## config.mk

```make
export PLATFORM = sky130hd
export DESIGN_NAME = gate_function_identifier
export DESIGN_NICKNAME = d
export VERILOG_FILES = /design/src/rtl/gate_function_identifier.sv
export SDC_FILE = /design/constraint.sdc
export NUM_CORES = 1
export LEC_CHECK = 0
export ABC_CLOCK_PERIOD_IN_PS = 1600
export CORE_MARGIN = 2
export CORE_UTILIZATION = 38
export CTS_CLUSTER_SIZE = 24
export DETAILED_ROUTE_END_ITERATION = 12
export PLACE_DENSITY = 0.6
export SKIP_LAST_GASP = 1
export SLEW_MARGIN = 40
export SYNTH_ARGS = -nofsm -noshare
export SYNTH_HDL_FRONTEND = slang
export SYNTH_SLANG_ARGS = --single-unit
```

## constraint.sdc

```tcl
create_clock -name clk -period 1.6 [get_ports clk]
set_clock_uncertainty 0.05 [all_clocks]
set_input_delay 0.32 -clock clk [delete_from_list [all_inputs] [get_ports clk]]
set_output_delay 0.32 -clock clk [all_outputs]
set_load 0.01 [all_outputs]
```

## src/rtl/gate_function_identifier.sv

```systemverilog
`default_nettype none
// ============================================================================
// Module      : gate_function_identifier
// Description : Drives the four {a,b} probe vectors into a two-input
//               combinational target, samples its response into a truth
//               table and classifies the table as a known two-input gate.
// Revision    : 1.0 - initial release
// ============================================================================
module gate_function_identifier #(
    parameter int SETTLE_CYCLES = 1
) (
    input  logic       clk,
    input  logic       rst_n,
    input  logic       i_start,
    output logic       o_probe_a,
    output logic       o_probe_b,
    input  logic       i_probe_y,
    output logic       o_busy,
    output logic       o_done,
    output logic [3:0] o_truth,
    output logic [2:0] o_gate_code,
    output logic       o_valid_gate
);

    typedef enum logic [1:0] {
        S_IDLE   = 2'd0,
        S_DRIVE  = 2'd1,
        S_SAMPLE = 2'd2,
        S_DECODE = 2'd3
    } state_t;

    localparam logic [3:0] c_SETTLE = 4'(SETTLE_CYCLES);
    localparam logic [2:0] c_UNKNOWN = 3'd7;

    // Each vector window is SETTLE_CYCLES+1 cycles long and its last cycle is
    // spent in SAMPLE, so DRIVE covers the first SETTLE_CYCLES cycles. With no
    // settle time a window goes straight to SAMPLE.
    localparam state_t     c_WIN_FIRST = (c_SETTLE == 4'd0) ? S_SAMPLE : S_DRIVE;
    localparam logic [3:0] c_CNT_LOAD  = (c_SETTLE == 4'd0) ? 4'd0 : (c_SETTLE - 4'd1);

    state_t     r_state;
    logic [1:0] r_idx;
    logic [3:0] r_cnt;
    logic [3:0] r_shadow;
    logic       r_probe_a;
    logic       r_probe_b;
    logic       r_busy;
    logic       r_done;
    logic [3:0] r_truth;
    logic [2:0] r_gate_code;
    logic       r_valid_gate;
    logic [2:0] w_code;

    // Classify a completed truth table (bit i = response to {a,b}=i).
    function automatic logic [2:0] f_decode(input logic [3:0] t);
        logic [2:0] code;
        case (t)
            4'b1000: code = 3'd0;   // AND
            4'b1110: code = 3'd1;   // OR
            4'b0001: code = 3'd2;   // NOR
            4'b0111: code = 3'd3;   // NAND
            4'b1001: code = 3'd4;   // XNOR
            4'b0110: code = 3'd5;   // XOR
            default: code = c_UNKNOWN;
        endcase
        return code;
    endfunction

    assign w_code = f_decode(r_shadow);

    // Characterisation sequencer: walks the probe vectors, collects the
    // shadow table and publishes results only once the table is complete.
    always_ff @(posedge clk or negedge rst_n) begin
        if (!rst_n) begin
            r_state      <= S_IDLE;
            r_idx        <= 2'd0;
            r_cnt        <= 4'd0;
            r_shadow     <= 4'd0;
            r_probe_a    <= 1'b0;
            r_probe_b    <= 1'b0;
            r_busy       <= 1'b0;
            r_done       <= 1'b0;
            r_truth      <= 4'd0;
            r_gate_code  <= c_UNKNOWN;
            r_valid_gate <= 1'b0;
        end else begin
            r_done <= 1'b0;
            case (r_state)
                S_IDLE: begin
                    if (i_start) begin
                        r_busy    <= 1'b1;
                        r_idx     <= 2'd0;
                        r_probe_a <= 1'b0;
                        r_probe_b <= 1'b0;
                        r_cnt     <= c_CNT_LOAD;
                        r_state   <= c_WIN_FIRST;
                    end
                end
                S_DRIVE: begin
                    if (r_cnt == 4'd0) begin
                        r_state <= S_SAMPLE;
                    end else begin
                        r_cnt <= r_cnt - 4'd1;
                    end
                end
                S_SAMPLE: begin
                    r_shadow[r_idx] <= i_probe_y;
                    if (r_idx == 2'd3) begin
                        r_state <= S_DECODE;
                    end else begin
                        r_idx                  <= r_idx + 2'd1;
                        {r_probe_a, r_probe_b} <= r_idx + 2'd1;
                        r_cnt                  <= c_CNT_LOAD;
                        r_state                <= c_WIN_FIRST;
                    end
                end
                S_DECODE: begin
                    r_truth      <= r_shadow;
                    r_gate_code  <= w_code;
                    r_valid_gate <= (w_code != c_UNKNOWN);
                    r_done       <= 1'b1;
                    r_busy       <= 1'b0;
                    r_probe_a    <= 1'b0;
                    r_probe_b    <= 1'b0;
                    r_idx        <= 2'd0;
                    r_state      <= S_IDLE;
                end
                default: r_state <= S_IDLE;
            endcase
        end
    end

    assign o_probe_a    = r_probe_a;
    assign o_probe_b    = r_probe_b;
    assign o_busy       = r_busy;
    assign o_done       = r_done;
    assign o_truth      = r_truth;
    assign o_gate_code  = r_gate_code;
    assign o_valid_gate = r_valid_gate;

endmodule
`default_nettype wire

```

After elaboration in Yosys (flattened, before gate mapping)
Index checks and enable logic that the tools add are counted.

Output and inout port bits: 12. Register bits: 24. Logic and storage cells: 63. Bits of input ports: 4.

Reduce and logical (&&, ||, !) cells: 10. Multiplexer cells: 23. Eq/ne operators: 15. Order comparisons: 2. $add $sub $neg: 2.

Operators with widths (count): $pmux W3 S6 (1); $eq A4 B4 Y1 const B (3); $mux W4 (3); $pmux W4 S3 (1); $mux W2 (5); $eq A4 B3 Y1 const B (2); $ne A2 B2 Y1 const B (4); $pmux W2 S4 (1); $eq A2 B2 Y1 const B (3); $mux W1 (6); $pmux W1 S3 (2); $pmux W2 S3 (1); $reduce_bool A3 Y1 (2); $bwmux W4 (1); $eq A4 B1 Y1 const B (1); $logic_not A4 Y1 (1); $reduce_and A2 Y1 (2); $reduce_and A4 Y1 (1); $sub A4 B1 Y4 const B (1); $lt A2 B3 Y1 const B (1); $ne A3 B3 Y1 const B (1); $reduce_and A3 Y1 (1); $add A2 B1 Y2 const B (1); $demux W1 S2 (1); 6 further kinds (6).

Logic depth before layout (Yosys ltp)
Gate-level depths: netlist of the first run.

Depth after elaboration: 5. Depth in mapped cells: 6. Mapped depth without buffers: 6.

Worst setup path before layout of the first run
Ideal clock, no wire load.

Kind: register to register. Start: reg r_idx[1]. End: reg r_cnt[3]. Library setup time: 0.077 ns. Path buffers: 0. Data required time: 1.473 ns. Stages on the path, launching flop included: 6. Period minus slack after synthesis: 1.609 ns. Arrival: 1.481 ns. Setup slack: -0.009 ns. Cell sequence: dfrtp_1 -> ha_1 -> o21ai_2 -> o211ai_2 -> or3_1 -> a21oi_1.

Word-level cells in the longest chain between the ends: 3.

RTL lines: from (decl) (RTL line 42) `logic [1:0] r_idx;`; from (signal assigned) (RTL line 111) `r_idx <= r_idx + 2'd1;`; $eq A2 B2 Y1 (RTL line 108) `if (r_idx == 2'd3) begin`; $ne A2 B2 Y1 (no line); $reduce_and A4 Y1 (no line); to (signal assigned) (RTL line 95) `r_cnt <= c_CNT_LOAD;`; to (signal assigned) (RTL line 103) `r_cnt <= r_cnt - 4'd1;`; to (signal assigned) (RTL line 113) `r_cnt <= c_CNT_LOAD;`; to (decl) (RTL line 43) `logic [3:0] r_cnt;`.

Every way passes these cells. A chain may end at the register's enable or synchronous reset.

Final worst setup path of the first run
Same ends and word-level chain as after synthesis.

==> impl_metrics.ini, run 1 <==
[floorplan]
die_h_um = 57.1
die_width_um = 57.1
floorplan.initialDensity_pct = 39.5
die_area_sq_mm = 0.00326
ios = 16
core_area_sq_mm = 0.00271
placement_rows = 19

[sta]
slew_headroom_pct = 78.1
finalSetupViolCount = 2
min_period_over_period_pct = 102
grt_setup_unrepaired = yes
final.setup.tns_ns = -0.0291
tightest_slew_ns = 0.328
timing_hold_violations_final = 0
layout_setup_ws_ns = -0.0280
timing.final.crit_period_ns = 1.63
final-max-slew-violation-count = 0
maximum_operating_frequency_mhz = 614

[clock_tree]
worst_skew_pair.late_latency_ns = 0.30
cts_max_path_buffers = 2
numCtsBuffers = 3
postCtsHoldBufs = 0
cts.reportedPaths.clkPinSlew_ns = 0.12
cts_tree = yes
cts_htree_levels = 1
clock_tree.root_cell = sky130_fd_sc_hd__clkbuf_4
numClockSinks = 22

[finish]
layout_commonest_cell = sky130_fd_sc_hd__dfrtp_1
most_frequent_cells_in_the_layout = 19 x sky130_fd_sc_hd__dfrtp_1, 13 x sky130_fd_sc_hd__nand2_1, 13 x sky130_fd_sc_hd__buf_4
drive_above_1_share_pct = 28.7
finalNonFillerCells = 160
syn_to_final_growth_pct = 31.1
layout.filler_cells = 260
final_core_utilization_pct = 51.8
finish.net_count = 139
insertedDiodeCount = 0

[synth]
synthesis.nets = 108
synthesis.area_per_instance_sq_um = 10.8
mappedNetlistArea_sq_mm = 0.00107
syn-instance-count = 99
ys.warnings.count = 0
synth-seq-area-share_pct = 51.8
synth.ff_latch_count = 22
yosys.cell_types.count = 28

[routing]
detail-route-antenna-nets = 0
detail_route.vias_per_cell = 5.00
detailroute.wirelength.met3_um = 73
wl_met2_um = 929
remaining_drc_errors = 0
post_drt_wl_per_cell_um = 12.2
drt-met1-wl_um = 928
highest-signal-layer = met4
wl_final_mm = 1.95
first_pass_iters = 4
dr.first_iter.drc_count = 18
routed-via-count = 800

[critical_path]
critical_path_arrival_ns = 1.81
startpoint_type = register
criticalPathCategory = register to register
cp_slowest_stage_delay_ns = 0.40
critical_path.cell_chain = buf_4 -> ha_2 -> o21ai_2 -> o211ai_2 -> or3_1 -> a21oi_1
worst-path-max-fanout = 2
critPathCaptureType = register
worst-endpoint-required_ns = 1.78
critical-path-slowest-cell = sky130_fd_sc_hd__dfrtp_1

[global_route]
first_global_vias = 829
grt_util_all_layers_pct = 14.1
gr-total-overflow = 0
maximum_number_of_pins_on_one_net_before_global_route_repair = 23
antenna_violations_before_repair = 0
wire_length_of_the_first_global_routing_pass_mm = 3.64

[outcome]
run_status = complete, but fails checks
failing_checks = setup timing

[power_and_ir_drop]
cellPowerDensity_mw_per_mm2 = 1860
power.static_leakage_nw = 0.674
peakVddDrop_mv = 1.01

[placed_design]
buffer_ports.inserted = 15
finalWeightedCongestion = 0.761
half_perimeter_wire_length_of_the_detailed_placement_result_mm = 1.43
numPlacedInstances = 153

[run]
maxCapViolations = 0

[min_path]
holdCritPathClass = primary input to async pin
## synthesized netlist by cell type
| cell | number | area share, % |
|---|---|---|
| sky130_fd_sc_hd__dfrtp_1 | 19 | 44 |
| sky130_fd_sc_hd__nand2_1 | 13 | 4.6 |
| sky130_fd_sc_hd__mux2_2 | 8 | 8.4 |
| sky130_fd_sc_hd__o21ai_0 | 7 | 3.3 |
| sky130_fd_sc_hd__inv_1 | 6 | 2.1 |
| sky130_fd_sc_hd__nand2b_1 | 6 | 3.5 |
| sky130_fd_sc_hd__nor2_1 | 6 | 2.1 |
| sky130_fd_sc_hd__ha_1 | 5 | 5.8 |
| sky130_fd_sc_hd__a21oi_1 | 4 | 1.9 |
| sky130_fd_sc_hd__dfstp_2 | 3 | 7.4 |
| sky130_fd_sc_hd__xor2_1 | 3 | 2.5 |
| sky130_fd_sc_hd__o22ai_1 | 2 | 1.2 |
| sky130_fd_sc_hd__or3_1 | 2 | 1.2 |
| sky130_fd_sc_hd__a31oi_1 | 1 | 0.58 |
| sky130_fd_sc_hd__and2b_1 | 1 | 0.70 |
| sky130_fd_sc_hd__buf_2 | 1 | 0.47 |
| sky130_fd_sc_hd__buf_6 | 1 | 1.1 |
| sky130_fd_sc_hd__mux2i_1 | 1 | 0.93 |
| sky130_fd_sc_hd__nor3_1 | 1 | 0.47 |
| sky130_fd_sc_hd__o2111ai_1 | 1 | 0.82 |
| sky130_fd_sc_hd__o211ai_2 | 1 | 1.2 |
| sky130_fd_sc_hd__o21a_1 | 1 | 0.70 |
| sky130_fd_sc_hd__o21ai_1 | 1 | 0.47 |
| sky130_fd_sc_hd__o21ai_2 | 1 | 0.82 |
| sky130_fd_sc_hd__o21bai_1 | 1 | 0.70 |
| sky130_fd_sc_hd__or3_4 | 1 | 1.1 |
| sky130_fd_sc_hd__or3b_4 | 1 | 1.1 |
| sky130_fd_sc_hd__xnor2_1 | 1 | 0.82 |
## stage by stage
step / setup WS (ns) / hold WS [ns] / instance area, sq um / total power [W]
6_report: -0.0280 / 0.305 / 1400 / 0.00261
5_1_grt: -0.141 / 0.315 / 1400 / 0.00285
4_1_cts: -0.0283 / 0.307 / 1370 / 0.00260
3_5_place_dp: -0.0349 / 0.423 / 1320 / 0.00229
3_3_place_gp: -0.0104 / 0.420 / 1320 / 0.00225
2_1_floorplan: 0.0468 / -0.0256 / 1070 / 0.00176
## kinds of logic (layout without fill, tap and decap cells)
kind of cell,Yosys count,in the layout,share of synthesized area (%)
DFF,22,22,51.8
xor gates and xnor gates,4,4,3.27
muxes,9,9,9.35
buffers and inverters,8,38,3.62
AOI/OAI and AO/OA,20,20,11.6
and+or+nand+nor,31,31,14.6
adders and majority gates,5,5,5.84
## report_power, final
part / internal (W) / leakage (nW) / total, W / switching, W
logic: 0.000711 / 0.391 / 0.00128 / 0.000568
registers: 0.000822 / 0.262 / 0.00103 / 0.000209
clock network: 0.000139 / 0.0210 / 0.000302 / 0.000164
total: 0.00167 / 0.674 / 0.00261 / 0.000941
## area by class of cell
cell class / count / area (sq um) / area share [%]
clock buffer: 4 / 36.3 / 2.58
inverter: 6 / 22.5 / 1.60
multi-input combinational: 69 / 499 / 35.6
sequential: 22 / 554 / 39.5
tap: 31 / 38.8 / 2.76
timing repair buffer: 28 / 253 / 18.0
## routing by layer
metal / vias to the layer above / track usage [%]
met4: 0 / 4.98
met3: 2 / 2.95
met1: 384 / 19.2
met2: 14 / 22.3
li1: 400 / -
met5: - / 0
## state kept, by name, summed over array words and instances, names as in the netlist
register,count
o_busy,1
o_done,1
o_gate_code,3
o_probe_b,1
o_truth,4
o_valid_gate,1
r_cnt,4
r_idx,1
r_shadow,4
r_state,2
## path summary, 6_finish.rpt
check                          startpoint        endpoint  slack [ns]  cells after the start
setup reg to reg                 r_idx[1]        r_cnt[3]       -0.03                      6
min in group clk           o_gate_code[1]  o_gate_code[1]        0.44                      2
hold / removal                      rst_n     r_shadow[2]        0.31                      2
setup / recovery                 r_idx[1]        r_cnt[3]       -0.03                      6
hold reg to reg            o_gate_code[1]  o_gate_code[1]        0.44                      2
max in group asynchronous           rst_n  o_gate_code[0]        0.92                      2
## repair_timing
action,in CTS,in global routing
setup buffers,2,1
setup endpoints to repair,8,10
gates resized for setup,8,10
pin swaps,3,5
## critical path, delay by kind of cell (launching register included)
| family | cells | cell delay, ns |
|---|---|---|
| compound gates | 3 | 0.46 |
| flops | 1 | 0.40 |
| simple gates | 1 | 0.35 |
| fa+ha+maj | 1 | 0.18 |
| buf+inv | 1 | 0.13 |
(Power assumes the default switching activity.)
==> run 2: changes to the inputs <==
--- a/config.mk
+++ b/config.mk
@@ -5,7 +5,6 @@
 export SDC_FILE = /design/constraint.sdc
 export NUM_CORES = 1
 export LEC_CHECK = 0
-export ABC_CLOCK_PERIOD_IN_PS = 1600
 export CORE_MARGIN = 2
 export CORE_UTILIZATION = 38
 export CTS_CLUSTER_SIZE = 24
==> results of run 2 <==
The final DEF is identical to that of run 1; final timing and power are the same.
